`config.mk`:
```
export PLATFORM = sky130hd
export DESIGN_NAME = gary_arb
export DESIGN_NICKNAME = d
export VERILOG_FILES = /design/src/rtl/gary_pkg.sv /design/src/rtl/gary_decode.sv /design/src/rtl/gary_arb.sv
export SDC_FILE = /design/constraint.sdc
export NUM_CORES = 1
export LEC_CHECK = 0
export CORE_MARGIN = 10
export CORE_UTILIZATION = 39
export DETAILED_ROUTE_END_ITERATION = 8
export PLACE_DENSITY = 0.88
export RECOVER_POWER = 100
export SETUP_SLACK_MARGIN = 0.02
export SYNTH_ARGS = -nofsm -noshare
export SYNTH_HDL_FRONTEND = slang
export SYNTH_SLANG_ARGS = --single-unit
```
`constraint.sdc`:
```
create_clock -name clk -period 1.94 [get_ports clk]
set_clock_uncertainty 0.05 [all_clocks]
set_input_delay 0.194 -clock clk [delete_from_list [all_inputs] [get_ports clk]]
set_output_delay 0.194 -clock clk [all_outputs]
set_load 0.005 [all_outputs]
```
`src/rtl/gary_pkg.sv`:
```
// Shared region codes, FSM encoding and address-field constants for the gary_arb
// chip-bus decoder/arbiter.
package gary_pkg;

   typedef enum logic [2:0] {
      RGN_NONE,
      RGN_CHIP,
      RGN_SLOW,
      RGN_REG,
      RGN_CIA,
      RGN_KICK,
      RGN_BOOT
   } region_t;

   localparam logic [1:0] ST_IDLE = 2'd0;
   localparam logic [1:0] ST_WAIT = 2'd1;
   localparam logic [1:0] ST_ACK  = 2'd2;

   // address[23:21] and address[23:19] fields
   localparam logic [2:0] HI_LOW   = 3'b000;
   localparam logic [2:0] HI_CIA   = 3'b101;
   localparam logic [2:0] HI_REG   = 3'b110;
   localparam logic [4:0] TOP_SLOW = 5'b11000;
   localparam logic [4:0] TOP_KICK = 5'b11111;

   localparam logic [7:0] TIMEOUT_MAX = 8'd255;

   function automatic logic is_shared(region_t r);
      return (r == RGN_CHIP) || (r == RGN_REG);
   endfunction

   function automatic logic timeout_hit(logic [7:0] count);
      return count == TIMEOUT_MAX;
   endfunction

endpackage

```
`src/rtl/gary_decode.sv`:
```
// Combinational CPU address decode: region code for the arbiter plus the bus select lines.
// Agnus ownership (dma) overrides every select except chip RAM.
module gary_decode
   import gary_pkg::*;
#(
   parameter int CHIP_BLOCKS = 2,
   parameter int SLOW_BLOCKS = 1
)(
   input  logic [11:0] cpuaddress,
   input  logic        dma,
   input  logic        ovl,
   input  logic        boot,
   output region_t     region,
   output logic        selreg,
   output logic        selchip,
   output logic        selslow,
   output logic        selciaa,
   output logic        selciab,
   output logic        selkick,
   output logic        selboot
);

   logic [4:0] top5;
   logic [2:0] top3;
   logic [4:0] slow_ofs;

   assign top5     = cpuaddress[11:7];
   assign top3     = cpuaddress[11:9];
   assign slow_ofs = top5 - TOP_SLOW;

   always_comb begin
      region = RGN_NONE;
      if (top5 == TOP_KICK) begin
         region = RGN_KICK;
      end else if (top3 == HI_LOW) begin
         if (boot && (cpuaddress[8:0] == 9'd0))
            region = RGN_BOOT;
         else if (ovl)
            region = RGN_KICK;
         else if (int'(cpuaddress[8:7]) < CHIP_BLOCKS)
            region = RGN_CHIP;
      end else if (int'(slow_ofs) < SLOW_BLOCKS) begin
         region = RGN_SLOW;
      end else if (top3 == HI_REG) begin
         region = RGN_REG;
      end else if (top3 == HI_CIA) begin
         region = RGN_CIA;
      end
   end

   assign selchip = dma || (region == RGN_CHIP);
   assign selreg  = !dma && (region == RGN_REG);
   assign selslow = !dma && (region == RGN_SLOW);
   assign selkick = !dma && (region == RGN_KICK);
   assign selboot = !dma && (region == RGN_BOOT);
   // both CIAs can be addressed by one access
   assign selciaa = !dma && (region == RGN_CIA) && !cpuaddress[0];
   assign selciab = !dma && (region == RGN_CIA) && !cpuaddress[1];

endmodule

```
`src/rtl/gary_arb.sv`:
```
// gary_arb: chip-bus decoder/arbiter with registered cpureq/cpuack handshake, E-aligned CIA
// access and blitter-nasty starvation relief. Define GARY_ARB_TIMEOUT_EN for a WAIT watchdog.
//
// state   | meaning
// ST_IDLE | nothing in flight; cpureq starts an access
// ST_WAIT | access decoded, waiting for the region's slot rule
// ST_ACK  | one-cycle cpuack (and berr on watchdog expiry); cpureq ignored
module gary_arb
   import gary_pkg::*;
#(
   parameter int CHIP_BLOCKS = 2,
   parameter int SLOW_BLOCKS = 1,
   parameter int NASTY_MAX   = 3
)(
   input  logic        clk,
   input  logic        reset,
   input  logic        e,
   input  logic [11:0] cpuaddress,
   input  logic        cpureq,
   input  logic        cpurd,
   input  logic        cpuhwr,
   input  logic        cpulwr,
   output logic        cpuack,
   input  logic        dma,
   input  logic        dmawr,
   input  logic        dmapri,
   input  logic        ovl,
   input  logic        boot,
   output logic        rd,
   output logic        hwr,
   output logic        lwr,
   output logic        selreg,
   output logic        selchip,
   output logic        selslow,
   output logic        selciaa,
   output logic        selciab,
   output logic        selkick,
   output logic        selboot,
   output logic        berr
);

   region_t    region;
   logic [1:0] state, state_nxt;
   logic       e_d, e_rise, ciadone;
   logic [3:0] nasty;
   logic       nasty_full, ack_ok, ack_go, tmo_hit;

   gary_decode #(
      .CHIP_BLOCKS (CHIP_BLOCKS),
      .SLOW_BLOCKS (SLOW_BLOCKS)
   ) u_decode (
      .cpuaddress (cpuaddress),
      .dma        (dma),
      .ovl        (ovl),
      .boot       (boot),
      .region     (region),
      .selreg     (selreg),
      .selchip    (selchip),
      .selslow    (selslow),
      .selciaa    (selciaa),
      .selciab    (selciab),
      .selkick    (selkick),
      .selboot    (selboot)
   );

   assign rd  = dma ? ~dmawr : (cpurd  & cpureq);
   assign hwr = dma ?  dmawr : (cpuhwr & cpureq);
   assign lwr = dma ?  dmawr : (cpulwr & cpureq);

   assign e_rise     = e & ~e_d;
   assign nasty_full = (nasty == 4'(NASTY_MAX));
   assign cpuack     = (state == ST_ACK);

   always_comb begin
      ack_ok = 1'b1;
      case (region)
         RGN_CHIP, RGN_REG: ack_ok = !dma && (!dmapri || nasty_full);
         RGN_SLOW:          ack_ok = !dma;
         RGN_CIA:           ack_ok = !dma && e && !ciadone;
         default:           ack_ok = 1'b1;
      endcase
   end

   always_comb begin
      state_nxt = state;
      ack_go    = 1'b0;
      case (state)
         ST_IDLE: if (cpureq) state_nxt = ST_WAIT;
         ST_WAIT: begin
            if (!cpureq) begin
               state_nxt = ST_IDLE;
            end else if (ack_ok || tmo_hit) begin
               state_nxt = ST_ACK;
               ack_go    = 1'b1;
            end
         end
         default: state_nxt = ST_IDLE;
      endcase
   end

   always_ff @(posedge clk) begin
      if (reset) state <= ST_IDLE;
      else       state <= state_nxt;
   end

   always_ff @(posedge clk) begin
      if (reset) e_d <= 1'b0;
      else       e_d <= e;
   end

   // one CIA access per E-high period; a new period starts with e low or a fresh rising edge
   always_ff @(posedge clk) begin
      if (reset)
         ciadone <= 1'b0;
      else if (ack_go && ack_ok && (region == RGN_CIA))
         ciadone <= 1'b1;
      else if (!e || e_rise)
         ciadone <= 1'b0;
   end

   // counts free slots lost to blitter priority; saturation forces one CPU slot through
   always_ff @(posedge clk) begin
      if (reset || (state != ST_WAIT) || (state_nxt != ST_WAIT))
         nasty <= 4'd0;
      else if (is_shared(region) && !dma && dmapri && !nasty_full)
         nasty <= nasty + 4'd1;
   end

`ifdef GARY_ARB_TIMEOUT_EN
   logic [7:0] tmo;

   assign tmo_hit = (state == ST_WAIT) && timeout_hit(tmo);

   always_ff @(posedge clk) begin
      if (reset || (state != ST_WAIT) || (state_nxt != ST_WAIT))
         tmo <= 8'd0;
      else
         tmo <= tmo + 8'd1;
   end

   // only a watchdog-forced ack reports a bus error
   always_ff @(posedge clk) begin
      if (reset) berr <= 1'b0;
      else       berr <= ack_go && !ack_ok;
   end
`else
   assign tmo_hit = 1'b0;
   assign berr    = 1'b0;
`endif

endmodule

```
==> implementation parameters, run 1 <==
Parameter                              Value

Drt
  Detailed-route vias per instance ... 5.50
  First-pass detailed-route iteration total ... 4
  Routed len/inst ... 16.9 microns
  Total DRC errors in the routed layout ... 0
  Wirelength, routed ... 2.95 mm
  Count of nets left with antenna violations after detail routing ... 0
  Vias after detailed routing ... 957
  DRC violation total after the first TritonRoute iteration ... 7

Logic synthesis
  Number of distinct library cell variants in the gate-level netlist after synthesis ... 47
  Adder and majority gate portion of the synthesized area ... 3.15%
  Avg Cell Area, Syn ... 8.13 sq um
  Complex-gate fraction of the synthesized area ... 34.8%
  Cell types occupying the most area after synthesis ... dfxtp_1 22%, a211oi_1 5.2%, nand2_1 3.7%
  Share of async-settable or async-resettable flops after synthesis ... 0%
  Most numerous cell types in the synthesized netlist ... 8 x dfxtp_1, 7 x nand2_1, 6 x nor2_1
  Portion of netlist area occupied by mux cells ... 0%
  Share of the synthesized area in the top cell type ... 22.4%
  Synthesized instance count ... 88
  Simple-Gate Fraction of Synth Area ... 34.3%
  Top cell type by total area after synthesis ... dfxtp_1
  Count of state elements after synthesis ... 8
  Top flip-flop cell by instance count after synthesis ... dfxtp_1
  Xor and xnor fraction of the mapped netlist area ... 0%
  Syn nets ... 113
  Ys Warns ... 0
  Number of synthesized flops with an enable pin ... 0
  Top-count cell post-synth ... dfxtp_1
  Dominant combinational cell family by area after synthesis ... compound AO/OA/AOI/OAI gates
  Post-synthesis sequential area ratio ... 22.4%
  Netlist area before placement ... 716 sq um

STA
  Final Hold Violating Endpoints ... 0
  RSZ-0062 raised after global routing ... false
  Final setup violating endpoints ... 0
  Max-slew violation total from the final report ... 0
  Share of the clock period used by the worst path after layout ... 97.4%
  Final min period ... 1.89 ns
  Smallest hold slack ... 0.395 ns
  Fmax achieved ... 529 MHz
  Setup slack after layout ... 0.0501 ns

Setup path
  Startpoint types ... primary input
  Critical Path Source ... dma
  Endpoint class of the critical path ... output pin
  Data required, critical path ... 1.70 ns
  Maximum fanout along the worst path ... 12
  Logic depth of the worst register-to-register path ... 6
  End of the worst register-to-register path ... nasty[3]
  Arrival time at the worst endpoint ... 1.65 ns
  Worst Setup Path Type ... primary input to output pin
  Origin of the critical flop-to-flop path ... nasty[0]
  Register-to-register path setup slack ... 0.13 ns

Global routing
  Global-route wire length before repair ... 4.63 mm
  Number of antenna violations at the first check in global routing ... 0
  Global Route Usage Sum ... 13.9%
  Leftover overflow at the end of global routing ... 0
  Vias in the first global route ... 957
  Pin count of the biggest net entering global routing ... 13

Placed design
  Detailed Place HPWL ... 2.10 mm
  Placed Instance Area ... 1230 sq um
  Routability congestion estimate from global placement ... 0.903
  Post-placement worst setup slack ... -0.679 ns
  Count of port buffers added during placement ... 34
  Instance count after placement with tap cells included ... 165

Min path
  Hold path startpoint ... ciadone
  Min-Delay Endpoint ... ciadone
  Hold crit path type ... flip-flop to flip-flop
  Cells on Worst Hold Path ... 2

Die
  Boundary pin count ... 36
  Core ar. ... 1730 sq um
  Die Y ... 62.8 microns
  Effective utilization at floorplan ... 41.4%
  Full die area ... 3950 sq um
  Overall die width ... 62.8 microns
  Row count ... 15

Run
  Max capacitance violation total ... 0

Cells and area
  Number of nets at the end of the flow ... 176
  Fin area ... 1340 sq um
  Layout overhead on the synthesized area ... 87.8%
  Post-route core utilization ... 77.8%
  Fraction of final layout cells sized beyond drive strength 1 ... 43.6%
  Final cell count without fillers ... 174
  Diodes inserted ... 0

CTS
  Number of CTS-inserted buffers ... 3
  Clock sink count ... 8
  Number of buffers inserted for hold repair after clock tree synthesis ... 0
  H-tree Lvls ... 1
  Clock tree from TritonCTS ... yes
  Worst-path clk slew ... 0.05 ns
  Clk buf depth ... 2
  Clock latency at the later pin of the worst-skew pair ... 0.25 ns
  Buffer cell driving the clock tree root ... clkbuf_4

Pwr
  Leakage power total ... 0.000572 uW
  Ratio of total power to cell area ... 367 nW/um^2
  Peak ir drop on the vdd network ... 363 uV

Status
  Outcome ... complete, no violations
==> cell usage in the layout, fill, tap and decap left out, types with 2 or more instances in the layout <==
| master | instances |
|---|---|
| a211oi_1 | 3 |
| a211oi_2 | 2 |
| a21o_1 | 2 |
| a22o_1 | 2 |
| buf_2 | 6 |
| buf_4 | 25 |
| buf_6 | 2 |
| clkbuf_2 | 8 |
| clkbuf_4 | 3 |
| clkdlybuf4s15_1 | 3 |
| clkdlybuf4s50_1 | 10 |
| dfxtp_1 | 8 |
| dlygate4sd2_1 | 2 |
| dlygate4sd3_1 | 2 |
| dlymetal6s2s_1 | 2 |
| inv_1 | 4 |
| nand2_1 | 7 |
| nand3_1 | 4 |
| nor2_1 | 6 |
| nor2b_1 | 2 |
| nor2b_4 | 2 |
| o21ai_0 | 4 |
| o31ai_1 | 2 |
==> sequential cells by signal, indices dropped and copies added, names as in the netlist <==
| register | count |
|---|---|
| nasty | 4 |
| ciadone | 1 |
| e_d | 1 |
| state | 2 |
==> worst max-delay path, stage by stage <==
cell	delay, ns
clkdlybuf4s50_1	0.50
buf_4	0.23
nor2b_4	0.07
a22o_1	0.20
clkdlybuf4s50_1	0.45
==> worst max-delay path by stage <==
stage / cells after the start / slack (ns) / to
6_report: 5 / 0.05 / lwr
5_1_grt: 5 / 0.004 / hwr
4_1_cts: 9 / 0.02 / nasty[2]
3_5_place_dp: 7 / -0.68 / selreg
3_3_place_gp: 7 / -0.60 / selciaa
2_1_floorplan: 5 / 0.27 / ciadone
==> area by class of cell <==
cell class | instances | area (sq um)
fillers | 132 | 383
flip-flops and latches | 8 | 160
multi-input cells | 72 | 627
clock buffers | 3 | 22.5
repair buffers | 61 | 484
well taps | 25 | 31.3
inverters | 5 | 18.8
==> through the flow <==
stage / TNS [ns] / power [uW]
6_report: 0 / 493
5_1_grt: 0 / 521
4_1_cts: 0 / 487
3_5_place_dp: -7.78 / 353
3_3_place_gp: -6.73 / 347
2_1_floorplan: 0 / 237
==> routing by layer <==
metal  vias up  GRT usage [%]  wire (microns)  part of all wire, %
li1        474              -               -                    -
met2        28           24.9            1590                   54
met3         6           1.61              71                  2.4
met4         0           6.15              46                  1.6
met5         -              0               0                    0
met1       449           15.8            1230                   42
==> logic make-up after synthesis <==
| logic type | after synthesis |
|---|---|
| adder cells (fa/ha/maj) | 2 |
| other | 1 |
| flip-flops | 8 |
| AO/OA/AOI/OAI | 30 |
| buffers and inverters | 8 |
| AND/OR/NAND/NOR | 39 |
==> repair_timing <==
action | CTS | global route
resized for setup | 53 | 29
buffers inserted | 6 | 0
pin swaps | 13 | 12
setup endpoints to repair | 17 | 16
==> power breakdown <==
group          leakage, uW  total [uW]  internal [uW]  switching (uW)
Combinational     0.000493         200            112            88.4
Sequential       0.0000650         169            168            1.83
Clock            0.0000138         123           70.5            52.6
Total             0.000572         493            350             143
Note: power is estimated with default switching activity, not from simulation.
==> inputs of run 2 (changes only) <==
--- a/config.mk
+++ b/config.mk
@@ -5,8 +5,9 @@
 export SDC_FILE = /design/constraint.sdc
 export NUM_CORES = 1
 export LEC_CHECK = 0
-export CORE_MARGIN = 10
+export CORE_MARGIN = 3
 export CORE_UTILIZATION = 39
+export CTS_CLUSTER_DIAMETER = 150
 export DETAILED_ROUTE_END_ITERATION = 8
 export PLACE_DENSITY = 0.88
 export RECOVER_POWER = 100
==> implementation parameters, run 2 (synthesized netlist as in run 1, its figures left out) <==
Parameter                              Value

Cells and area
  Fin area ... 1400 sq um (+4.4%)
  Top flop regs ... nasty (4), state (2)
  Number of nets at the end of the flow ... 183 (+4.0%)
  Post-route core utilization ... 87.0% (+9.2 points)
  Number of fill cells in the layout ... 87 (-34%)
  Max FFs per register ... 4 (unchanged)
  Highest-count cells in the layout ignoring fill and taps ... 30 x buf_4, 10 x clkdlybuf4s50_1, 9 x clkbuf_2
  Register with the highest flop count ... nasty
  Diodes inserted ... 0 (unchanged)
  Fraction of final layout cells sized beyond drive strength 1 ... 48.1% (+4.5 points)
  Layout overhead on the synthesized area ... 96.0%
  Most frequent standard cell in the layout excluding fill and tap cells ... buf_4

Setup path
  Maximum fanout along the worst path ... 3 (-9)
  Startpoint types ... primary input
  Logic depth of the worst register-to-register path ... 6 (unchanged)
  Cell breakdown of the critical path ... clkbuf_2, nor3_2, buf_4, a2bb2oi_2, nand4bb_1, buf_4, or2_4, nor2_2, buf_2
  Slowest library cell on the worst path ... nor3_2
  Origin of the critical flop-to-flop path ... nasty[0]
  Data required, critical path ... 1.70 ns (about the same)
  Endpoint class of the critical path ... output pin
  Critical Path Source ... cpuaddress[11]
  Max stage delay on crit path ... 0.29 ns (-0.21 ns)
  Register-to-register path setup slack ... 0.06 ns (-0.07 ns)
  Arrival time at the worst endpoint ... 1.73 ns (+0.08 ns)
  End of the worst register-to-register path ... nasty[3]
  Worst Setup Path Type ... primary input to output pin
  CP Capture Point ... selciaa
  Most used cell along the critical path ... buf_4

CTS
  Number of CTS-inserted buffers ... 3 (unchanged)
  Clock tree from TritonCTS ... yes
  Worst-path clk slew ... 0.05 ns (about the same)
  Buffer cell driving the clock tree root ... clkbuf_4
  Clock latency at the later pin of the worst-skew pair ... 0.26 ns (about the same)
  Clk buf depth ... 2 (unchanged)
  Clock sink count ... 8 (unchanged)
  H-tree Lvls ... 1 (unchanged)

Drt
  Detailed-route vias per instance ... 6.14 (+12%)
  Routed len/inst ... 20.6 microns (+21%)
  Total DRC errors in the routed layout ... 0 (unchanged)
  DRC violation total after the first TritonRoute iteration ... 36 (+29)
  First-pass detailed-route iteration total ... 4 (unchanged)
  Vias after detailed routing ... 1,105 (+15%)
  Wirelength, routed ... 3.70 mm (+26%)
  Count of nets left with antenna violations after detail routing ... 0 (unchanged)

Global routing
  Global Route Usage Sum ... 30.5% (+17 points)
  Vias in the first global route ... 1,097 (+15%)
  Global-route wire length before repair ... 5.68 mm (+23%)
  Number of antenna violations at the first check in global routing ... 0 (unchanged)
  Pin count of the biggest net entering global routing ... 13 (unchanged)
  Leftover overflow at the end of global routing ... 0 (unchanged)

Pwr
  Ratio of total power to cell area ... 376 nW/um^2 (+2.6%)
  Peak ir drop on the vdd network ... 476 uV (+31%)
  Leakage power total ... 0.000613 uW (+7.1%)

Die
  Die Y ... 48.8 microns (-22%)
  Full die area ... 2380 sq um (-40%)
  Effective utilization at floorplan ... 44.4% (+3.0 points)
  Boundary pin count ... 36 (unchanged)
  Overall die width ... 48.8 microns (-22%)
  Row count ... 14 (-1)
  Core ar. ... 1610 sq um (-6.7%)

Min path
  Hold crit path type ... flip-flop to flip-flop

STA
  Final Hold Violating Endpoints ... 0 (unchanged)
  Setup slack after layout ... -0.0312 ns (-0.0813 ns)
  Final min period ... 1.97 ns (+0.0813 ns)
  Max-slew violation total from the final report ... 0 (unchanged)
  RSZ-0062 raised after global routing ... true
  Final setup violating endpoints ... 1 (+1)
  Share of the clock period used by the worst path after layout ... 102% (+4.2 points)
  Fmax achieved ... 507 MHz (-4.1%)

Status
  Violations in the final reports ... negative setup slack
  Outcome ... finished, violations left

Placed design
  Routability congestion estimate from global placement ... 0.891 (-1.3%)
  Detailed Place HPWL ... 1.92 mm (-8.8%)
  Count of port buffers added during placement ... 34 (unchanged)
  Placed Instance Area ... 1220 sq um (-0.71%)

Run
  Max capacitance violation total ... 0 (unchanged)
==> run 2: per-stage QoR <==
stage / power, uW / cells / setup slack (ns) / hold WS (ns) / TNS (ns)
2_1_floorplan: 237 / 88 / 0.274 / 0.227 / 0
3_3_place_gp: 344 / 163 / -0.552 / 0.381 / -5.54
3_5_place_dp: 350 / 163 / -0.670 / 0.394 / -6.61
4_1_cts: 501 / 176 / 0.0198 / 0.402 / 0
5_1_grt: 549 / 180 / -0.0724 / 0.432 / -0.120
6_report: 527 / 180 / -0.0312 / 0.399 / -0.0312
==> run 2: timing repair <==
action | 4_1_cts | 5_1_grt
setup endpoints to repair | 13 | 16
resized for setup | 62 | 33
hold buffers | 0 | 0
cloned | 0 | 0
pin swaps | 14 | 14
buffers inserted | 10 | 5
==> run 2: final cells by class <==
type | instances | area, sq um | area share (%)
multi-input cells | 72 | 624 | 44.5
repair buffers | 68 | 547 | 39.0
flip-flops and latches | 8 | 160 | 11.4
well taps | 24 | 30.0 | 2.14
clock buffers | 3 | 22.5 | 1.61
inverters | 5 | 18.8 | 1.34
==> run 2: worst min path at each step <==
stage / slack, ns / from / to / depth (start not counted)
after floorplan: 0.23 / reset / e_d / 1
after global placement: 0.38 / ciadone / ciadone / 2
after detailed placement: 0.39 / ciadone / ciadone / 2
after CTS: 0.40 / ciadone / ciadone / 2
after global routing: 0.43 / ciadone / ciadone / 2
final: 0.40 / ciadone / ciadone / 2
==> run 2: layer usage <==
metal | GRT usage (%) | wire length (microns) | vias to the layer above | share of wire, %
li1 | - | - | 479 | -
met1 | 33.4 | 1330 | 506 | 36
met2 | 51.6 | 1750 | 92 | 47
met3 | 6.12 | 340 | 28 | 9.2
met4 | 22.7 | 287 | 0 | 7.8
met5 | 0 | 0 | - | 0
==> run 2: power breakdown <==
part | switching [uW] | internal [uW] | total [uW]
clock network | 56.9 | 70.8 | 128
registers | 1.92 | 168 | 170
logic | 107 | 123 | 230
==> run 2: worst max-delay path, delay by kind of cell <==
| family | cells | cell delay [ns] |
|---|---|---|
| and+or+nand+nor | 4 | 0.86 |
| buffers and inverters | 4 | 0.60 |
| AOI/OAI and AO/OA | 1 | 0.07 |
